[src/rtl/aes_round_mix_seq.sv]
// Column-serial AES linear layer: (Inv)ShiftRows on accept, then one column per
// cycle through aes_mixcolumn, result returned over a valid/ready handshake.

module aes_mixcolumn (
  input  logic [31:0] col_in,
  input  logic        dec,
  output logic [31:0] col_out
);

  function automatic logic [7:0] xt(input logic [7:0] b);
    return {b[6:0], 1'b0} ^ (b[7] ? 8'h1b : 8'h00);
  endfunction

  // p is the byte on this output's row; q, s, t follow it cyclically down the column.
  function automatic logic [7:0] row_byte(input logic [7:0] p, input logic [7:0] q,
                                          input logic [7:0] s, input logic [7:0] t,
                                          input logic inv);
    logic [7:0] p2, p4, p8, q2, q4, q8, s2, s4, s8, t2, t4, t8;
    p2 = xt(p); p4 = xt(p2); p8 = xt(p4);
    q2 = xt(q); q4 = xt(q2); q8 = xt(q4);
    s2 = xt(s); s4 = xt(s2); s8 = xt(s4);
    t2 = xt(t); t4 = xt(t2); t8 = xt(t4);
    if (inv)
      return (p8 ^ p4 ^ p2) ^ (q8 ^ q2 ^ q) ^ (s8 ^ s4 ^ s) ^ (t8 ^ t);
    else
      return p2 ^ (q2 ^ q) ^ s ^ t;
  endfunction

  logic [7:0] a0, a1, a2, a3;

  always_comb begin
    a0 = col_in[7:0];
    a1 = col_in[15:8];
    a2 = col_in[23:16];
    a3 = col_in[31:24];
    col_out = {row_byte(a3, a0, a1, a2, dec),
               row_byte(a2, a3, a0, a1, dec),
               row_byte(a1, a2, a3, a0, dec),
               row_byte(a0, a1, a2, a3, dec)};
  end

endmodule

module aes_round_mix_seq (
  input  logic         g_clk,
  input  logic         g_reset,
  input  logic         in_valid,
  output logic         in_ready,
  input  logic [127:0] in_state,
  input  logic         in_dec,
  input  logic         in_mix,
  output logic         out_valid,
  input  logic         out_ready,
  output logic [127:0] out_state,
  output logic         busy
);

  // Handshakes: a transfer happens on a rising edge where valid & ready are both
  // high; out_valid and out_state hold steady until that edge, and in_ready/out_valid
  // depend only on the registered FSM state.

  typedef enum logic [1:0] {IDLE, RUN, DONE} fsm_t;

  fsm_t         state;
  logic [1:0]   col;
  logic         dec_q;
  logic         mix_q;
  logic [127:0] sh_state;
  logic [6:0]   col_base;
  logic [31:0]  mc_in;
  logic [31:0]  mc_out;

  function automatic logic [127:0] shift_rows(input logic [127:0] s, input logic inv);
    logic [127:0] t;
    int src;
    t = '0;
    for (int c = 0; c < 4; c++) begin
      for (int r = 0; r < 4; r++) begin
        src = inv ? ((c - r + 4) % 4) : ((c + r) % 4);
        t[32*c + 8*r +: 8] = s[32*src + 8*r +: 8];
      end
    end
    return t;
  endfunction

  assign col_base = {col, 5'b0};
  assign mc_in    = sh_state[col_base +: 32];

  aes_mixcolumn u_mixcolumn (
    .col_in  (mc_in),
    .dec     (dec_q),
    .col_out (mc_out)
  );

  assign in_ready  = (state == IDLE);
  assign out_valid = (state == DONE);
  assign busy      = (state == RUN) || (state == DONE);

  always_ff @(posedge g_clk) begin
    if (g_reset) begin
      state     <= IDLE;
      col       <= 2'd0;
      dec_q     <= 1'b0;
      mix_q     <= 1'b0;
      sh_state  <= '0;
      out_state <= '0;
    end else begin
      case (state)
        IDLE: begin
          if (in_valid) begin
            sh_state <= shift_rows(in_state, in_dec);
            dec_q    <= in_dec;
            mix_q    <= in_mix;
            col      <= 2'd0;
            state    <= RUN;
          end
        end
        RUN: begin
          out_state[col_base +: 32] <= mix_q ? mc_out : mc_in;
          col <= col + 2'd1;
          if (col == 2'd3) state <= DONE;
        end
        DONE: begin
          if (out_ready) state <= IDLE;
        end
        default: state <= IDLE;
      endcase
    end
  end

endmodule

[config.mk]
export PLATFORM = sky130hd
export DESIGN_NAME = aes_round_mix_seq
export DESIGN_NICKNAME = d
export VERILOG_FILES = /design/src/rtl/aes_round_mix_seq.sv
export SDC_FILE = /design/constraint.sdc
export NUM_CORES = 1
export LEC_CHECK = 0
export CORE_MARGIN = 5
export CORE_UTILIZATION = 30
export DETAILED_ROUTE_END_ITERATION = 16
export PLACE_DENSITY = 0.54
export SLEW_MARGIN = 20
export SYNTH_ARGS = -nofsm -noshare
export SYNTH_HDL_FRONTEND = slang
export SYNTH_HIERARCHICAL = 1
export SYNTH_SLANG_ARGS = --single-unit
[constraint.sdc]
create_clock -name g_clk -period 3.7 [get_ports g_clk]
set_input_delay 0.37 -clock g_clk [delete_from_list [all_inputs] [get_ports g_clk]]
set_output_delay 0.37 -clock g_clk [all_outputs]
set_load 0.02 [all_outputs]
==> run_results.csv, run 1 <==
group,metric,value,unit
sta,period_needed,3.543,ns
logic_synthesis,yosys.area.top_type,"dfxtp_1",
power,peakVddDrop,0.0005868,V
sta,finalCritPeriodShare,95.77,%
cts,htree_levels,1,
place,dpl_cell_area,20080,um2
cells_and_area,num_antenna_cells,0,
cts,worst_skew_pair.late_latency,0.56,ns
cts,path_clk_slew,0.06,ns
logic_synthesis,synthCells,1727,
critical_path,crit_fanout,10,
place,hpwl,46190,um
sta,rsz0062_at_grt,"yes",
logic_synthesis,synth_area_leaders,"dfxtp_1, xnor2_1, nand2_1, mux2i_1, a22oi_1",
grt,grt_pass1_wl,90560,um
critical_path,start_kind,"flop",
logic_synthesis,yosysWarnings,6,
cells_and_area,final_cells,2773,
power,p_per_area,928.7,nW/um2
grt,grt_use_total,20.39,%
cts,cts_buffers,29,
cts,cts_hold_buffers,0,
critical_path,crit_chain,"buf_6, mux2_2, nor2_2, a21oi_2, buf_4, xnor3_2, xnor3_1, xnor2_1, nand2_1, xor2_2, xnor2_2, nand2_1, o31a_1, a221oi_1",
sta,finalHoldViolCount,0,
status,status,"finished clean",
sta,setup_viol,0,
grt,grt_max_degree,123,
power,p_leak,7.510,nW
sta,worst_slew_margin_rel,31.94,%
cts,clk_path_buf_depth,3,
critical_path,cp.required,4.15,ns
drt,drt_wl_total,60830,um
cells_and_area,area_growth_syn_to_layout,36.88,%
die,num_rows,83,
die,initial_core_util,30.34,%
cells_and_area,multi_input_area,9724,um2
place,place.gp.congestion,0.9495,
die,io_pins,265,
grt,antenna_found_initial,0,
sta,tightestPinTransition,1.021,ns
place,pre_cts_slack,-0.1793,ns
power,p_total,19.83,mW
critical_path,path_class,"flop to flop",
die,die_w,238.0,um
critical_path,arrival,3.99,ns
critical_path,slowest_stage,"xnor3_2",
critical_path,critical_path.most_common_cell,"nand2_1",
logic_synthesis,syn_area,15600,um2
logic_synthesis,yosys.area.top_type_share,33.63,%
logic_synthesis,synth_edf_count,0,
drt,dr.pass1.iters,6,
logic_synthesis,ys_seq_area_share,33.63,%
logic_synthesis,ys_ff_latch,262,
place,placedCellCount,2716,
cts,cts_root_buf,"clkbuf_16",
sta,finalMaxSlewViolations,0,
cells_and_area,final_area,21350,um2
drt,ant_nets,0,
logic_synthesis,syn_nets,1871,
drt,wl_per_cell,21.94,um
sta,skew,0.02301,ns
logic_synthesis,synth.distinct_cells,45,
run,drv_cap,0,
die,core-area,51410,um2
logic_synthesis,syn_area_per_cell,9.032,um2
die,die_h,238.0,um
worst_hold_path,hold_class,"input port to flop",
logic_synthesis,ys_async_sr_fraction,0,%
logic_synthesis,ys.flop_type,"dfxtp_1",
sta,finalSetupTns,0,ns
critical_path,end_kind,"flop",
cts,cts_tree,"built",
sta,fin_ws,0.1567,ns
cells_and_area,final_net_count,2216,
drt,vias,14309,
cells_and_area,seq_area,5254,um2
cells_and_area,fillers,5061,
drt,drt_iter0_drc,1033,
drt,drc,0,
critical_path,max_stage_delay,0.41,ns
cells_and_area,layout-drive-gt1-share,20.21,%
sta,clock.fmax,0.2822,GHz
drt,avgViaCountPerCell,5.160,
grt,grt.overflow.total,0,
place,io_buffer_count,264,
cts,clock_sinks,262,
die,die_area,56650,um2
grt,grt_pass1_vias,14309,
[sequential cells by signal (all words and copies together) (netlist names)]
register,count
out_state,128
sh_state,128
col,2
state,2
dec_q,1
mix_q,1
[layout make-up]
| class | instances | area share, % |
|---|---|---|
| multi-input cells | 1287 | 45.55 |
| clock inverters | 10 | 0.6329 |
| well taps | 680 | 3.985 |
| flip-flops and latches | 262 | 24.61 |
| clock buffers | 42 | 4.003 |
| inverters | 5 | 0.08790 |
| repair buffers | 487 | 21.14 |
[final timing paths]
path | startpoint | endpoint | slack (ns) | cells after the start
worst min register to register | sh_state[66] | sh_state[66] | 0.45 | 2
worst max register to register | col[0] | out_state[58] | 0.16 | 14
worst min-delay path | in_state[55] | sh_state[119] | 0.38 | 3
worst max-delay path | col[0] | out_state[58] | 0.16 | 14
[cell usage after synthesis (39+ instances only)]
cell type  instances
nand2_1          311
dfxtp_1          262
xnor2_1          156
xor2_1            56
nor2_1           106
a221oi_2          63
a21oi_1          109
mux2i_1          103
buf_2             39
a22oi_1          128
clkbuf_1         104
a221oi_1          65
a211oi_1          64
[power by group]
group	switching, mW	internal [mW]	leakage [nW]
logic	6.83	6.55	4.88
registers	0.256	3.20	2.14
clock network	1.19	1.81	0.488
total	8.27	11.6	7.51
[stage by stage]
step | hold WS (ns) | util, %
2_1_floorplan | 0.4329 | -
3_3_place_gp | 0.4447 | 39.07
3_5_place_dp | 0.4468 | 39.07
4_1_cts | 0.3563 | 41.09
5_1_grt | 0.3771 | 41.53
6_report | 0.3782 | 41.53
[critical path: cells and delay by family (launching register included)]
| family | cells | cell delay, ns |
|---|---|---|
| buf+inv | 2 | 0.37 |
| xor+xnor | 5 | 1.41 |
| simple gates | 3 | 0.30 |
| mux | 1 | 0.38 |
| compound gates | 3 | 0.61 |
| flops | 1 | 0.36 |
[layer usage]
layer,vias to the layer above,GRT usage [%],routed length [um]
li1,6928,-,-
met1,6979,26.72,26720
met2,345,36.45,30430
met3,57,1.953,2296
met4,0,4.661,1379
met5,-,0,0
[kinds of logic after synthesis]
group           after synthesis  synth area share (%)
fa+ha+maj                    10                0.8022
xor+xnor                    238                 15.69
simple gates                434                 10.77
mux                         135                 8.920
flops                       262                 33.63
buf+inv                     178                 5.575
compound gates              470                 24.61
[cell usage in the layout (no fill, tap or decap), drive strengths merged, types with 4 or more instances in the layout]
master,count
a211oi,64
a21oi,109
a221oi,128
a22oi,128
buf,224
clkbuf,43
clkdlybuf4s50,262
clkinv,6
dfxtp,262
ha,10
inv,5
mux2,32
mux2i,103
nand2,311
nor2,107
nor2b,4
o21ai,5
o31a,32
xnor2,157
xnor3,19
xor2,58
xor3,4
[repair_timing]
| item | in CTS | in global routing |
|---|---|---|
| buffers inserted | 2 | 3 |
| endpoints found under the setup margin | 22 | 49 |
| pin swaps | 0 | 10 |
| gates resized for setup | 5 | 36 |
Power figures use the tool's default switching activity.
==> run 2: changes to the inputs <==
Settings changed: CORE_MARGIN 5 to 2, GPL_TIMING_DRIVEN set to 0, REMOVE_ABC_BUFFERS set to 1.
==> run 2 against run 1 <==
Count of clock-buffer cells in the layout increased by 3. Register-to-register slack got worse by 0.15 ns. Non-clock buffer count down 130. Clock power shrank 2%. Via count down 2.6%. Global-route usage is 1.2 points lower. Sequential share of layout area decreased by 0.27 points. Final area increased by 1.2%. Total power is 1.4% lower. First-iteration DRC count decreased by 21%. Maximum frequency decreased by 4.1%.
==> run_results.csv, run 2 (synthesized netlist as in run 1, its figures left out) <==
group,metric,value,unit
drt,drt_wl_total,54520,um
critical_path,arrival,4.16,ns
place,place.gp.congestion,0.8282,
drt,avgViaCountPerCell,5.268,
cells_and_area,layout_commonest_cell,"nand2_1",
power,p_per_area,905.4,nW/um2
cts,path_clk_slew,0.06,ns
sta,period_needed,3.697,ns
drt,drt_iter0_drc,819,
cells_and_area,final_net_count,2088,
sta,clock.fmax,0.2705,GHz
cts,worst_skew_pair.late_latency,0.58,ns
power,p_comb_share,67.3,%
sta,finalCritPeriodShare,99.91,%
power,switching_share,43.14,%
die,initial_core_util,30.34,%
cts,htree_levels,1,
power,p_seq_share,17.7,%
grt,grt_pass1_vias,13547,
cells_and_area,final_cells,2645,
place,io_buffer_count,264,
status,status,"finished clean",
cells_and_area,layout-drive-gt1-share,19.80,%
critical_path,max_stage_delay,0.46,ns
grt,grt_pass1_wl,81090,um
critical_path,start_kind,"flop",
grt,antenna_found_initial,0,
die,num_rows,83,
critical_path,crit_fanout,10,
critical_path,slowest_stage,"xnor3_2",
drt,drc,0,
sta,skew,0.02892,ns
critical_path,cp_top_family,"XOR/XNOR gates",
sta,whs,0.2784,ns
power,cell_internal_pwr,11.12,mW
grt,grt.overflow.total,0,
run,drv_cap,0,
power,p_leak,7.245,nW
power,pwr-share-clk,15.0,%
sta,setup_viol,0,
place,placedCellCount,2523,
cells_and_area,largestRegisters,"out_state x128, sh_state x128",
cells_and_area,area_growth_syn_to_layout,38.52,%
place,hpwl,37420,um
critical_path,cp.required,4.16,ns
drt,wl_per_cell,20.61,um
critical_path,regToRegSetupSlack,0.003,ns
die,die_area,53830,um2
critical_path,crit_chain,"buf_8, buf_16, mux2_4, nor2_2, a21oi_4, buf_4, xnor2_2, xnor2_1, xnor3_2, xnor2_2, xnor2_1, mux2i_2, nand2_1, o31a_1, a221oi_1",
cells_and_area,final_cell_mix,"nand2_1, clkdlybuf4s50_1, dfxtp_1",
grt,grt_max_degree,111,
sta,finalHoldViolCount,0,
place,dpl_cell_area,18860,um2
sta,worst_slew_margin_rel,48.89,%
cts,cts_tree,"built",
sta,rsz0062_at_grt,"yes",
sta,tightestPinTransition,0.7667,ns
cts,cts_buffers,31,
power,power_switching,8.439,mW
cts,clock_sinks,262,
die,io_pins,265,
cells_and_area,final_core_utilization,42.03,%
critical_path,path_class,"flop to flop",
die,die_w,232.0,um
drt,ant_nets,0,
die,core-area,51410,um2
die,die_h,232.0,um
grt,grt_use_total,19.23,%
critical_path,path_buf_inv,3,
drt,vias,13935,
sta,finalMaxSlewViolations,0,
critical_path,end_kind,"flop",
drt,dr.pass1.iters,5,
cells_and_area,final_area,21610,um2
cts,cts_root_buf,"clkbuf_16",
worst_hold_path,hold_class,"input port to flop",
cts,clk_path_buf_depth,3,
cells_and_area,num_antenna_cells,0,
power,peakVddDrop,0.0005408,V
run 2: worst min-delay path, stage by stage:
cell	delay, ns
buf_4	0.24
nand2_1	0.11
a21oi_1	0.06
run 2: final timing paths:
path	startpoint	depth (start not counted)	endpoint
max	col[0]	15	out_state[60]
min reg2reg	sh_state[2]	2	sh_state[2]
max reg2reg	col[0]	15	out_state[60]
min	in_dec	3	dec_q
run 2: area by class of cell:
| type | count | area, um2 |
|---|---|---|
| clock inverters | 9 | 85.08 |
| inverters | 5 | 18.77 |
| fillers | 4950 | 29800 |
| well taps | 680 | 850.8 |
| clock buffers | 45 | 888.4 |
| repair buffers | 357 | 3874 |
| multi-input cells | 1287 | 10630 |
| flip-flops and latches | 262 | 5258 |
run 2: repair_timing:
action | in CTS | in global routing
setup buffers | 25 | 40
cloned | 2 | 1
pin swaps | 9 | 30
endpoints found under the setup margin | 128 | 96
gates resized for setup | 97 | 93
hold buffers | 0 | 0
run 2: power groups by stage:
stage | registers, mW | clock network [mW] | logic (mW)
6_report | 3.46 | 2.94 | 13.2
5_1_grt | 3.51 | 3.15 | 14.1
4_1_cts | 3.46 | 3.03 | 11.9
3_5_place_dp | 3.56 | 0 | 10.7
3_3_place_gp | 3.64 | 0 | 10.5
2_1_floorplan | 3.56 | 0 | 7.94
run 2: metal layers:
metal	vias to the layer above	global-route usage, %	wire, um
met5	-	0	0
met3	59	2.431	2448
met1	6867	25.51	24480
met2	354	33.50	26640
met4	0	3.566	958
li1	6655	-	-
run 2: through the flow:
| stage | TNS (ns) | worst slack, ns | total power [mW] |
|---|---|---|---|
| after floorplan | -385.32 | -2.267 | 11.49 |
| after global placement | -1479.60 | -6.037 | 14.15 |
| after detailed placement | -87.94 | -1.083 | 14.26 |
| after CTS | 0 | 0.004559 | 18.38 |
| after global routing | -1.227 | -0.1491 | 20.72 |
| final | 0 | 0.003457 | 19.56 |
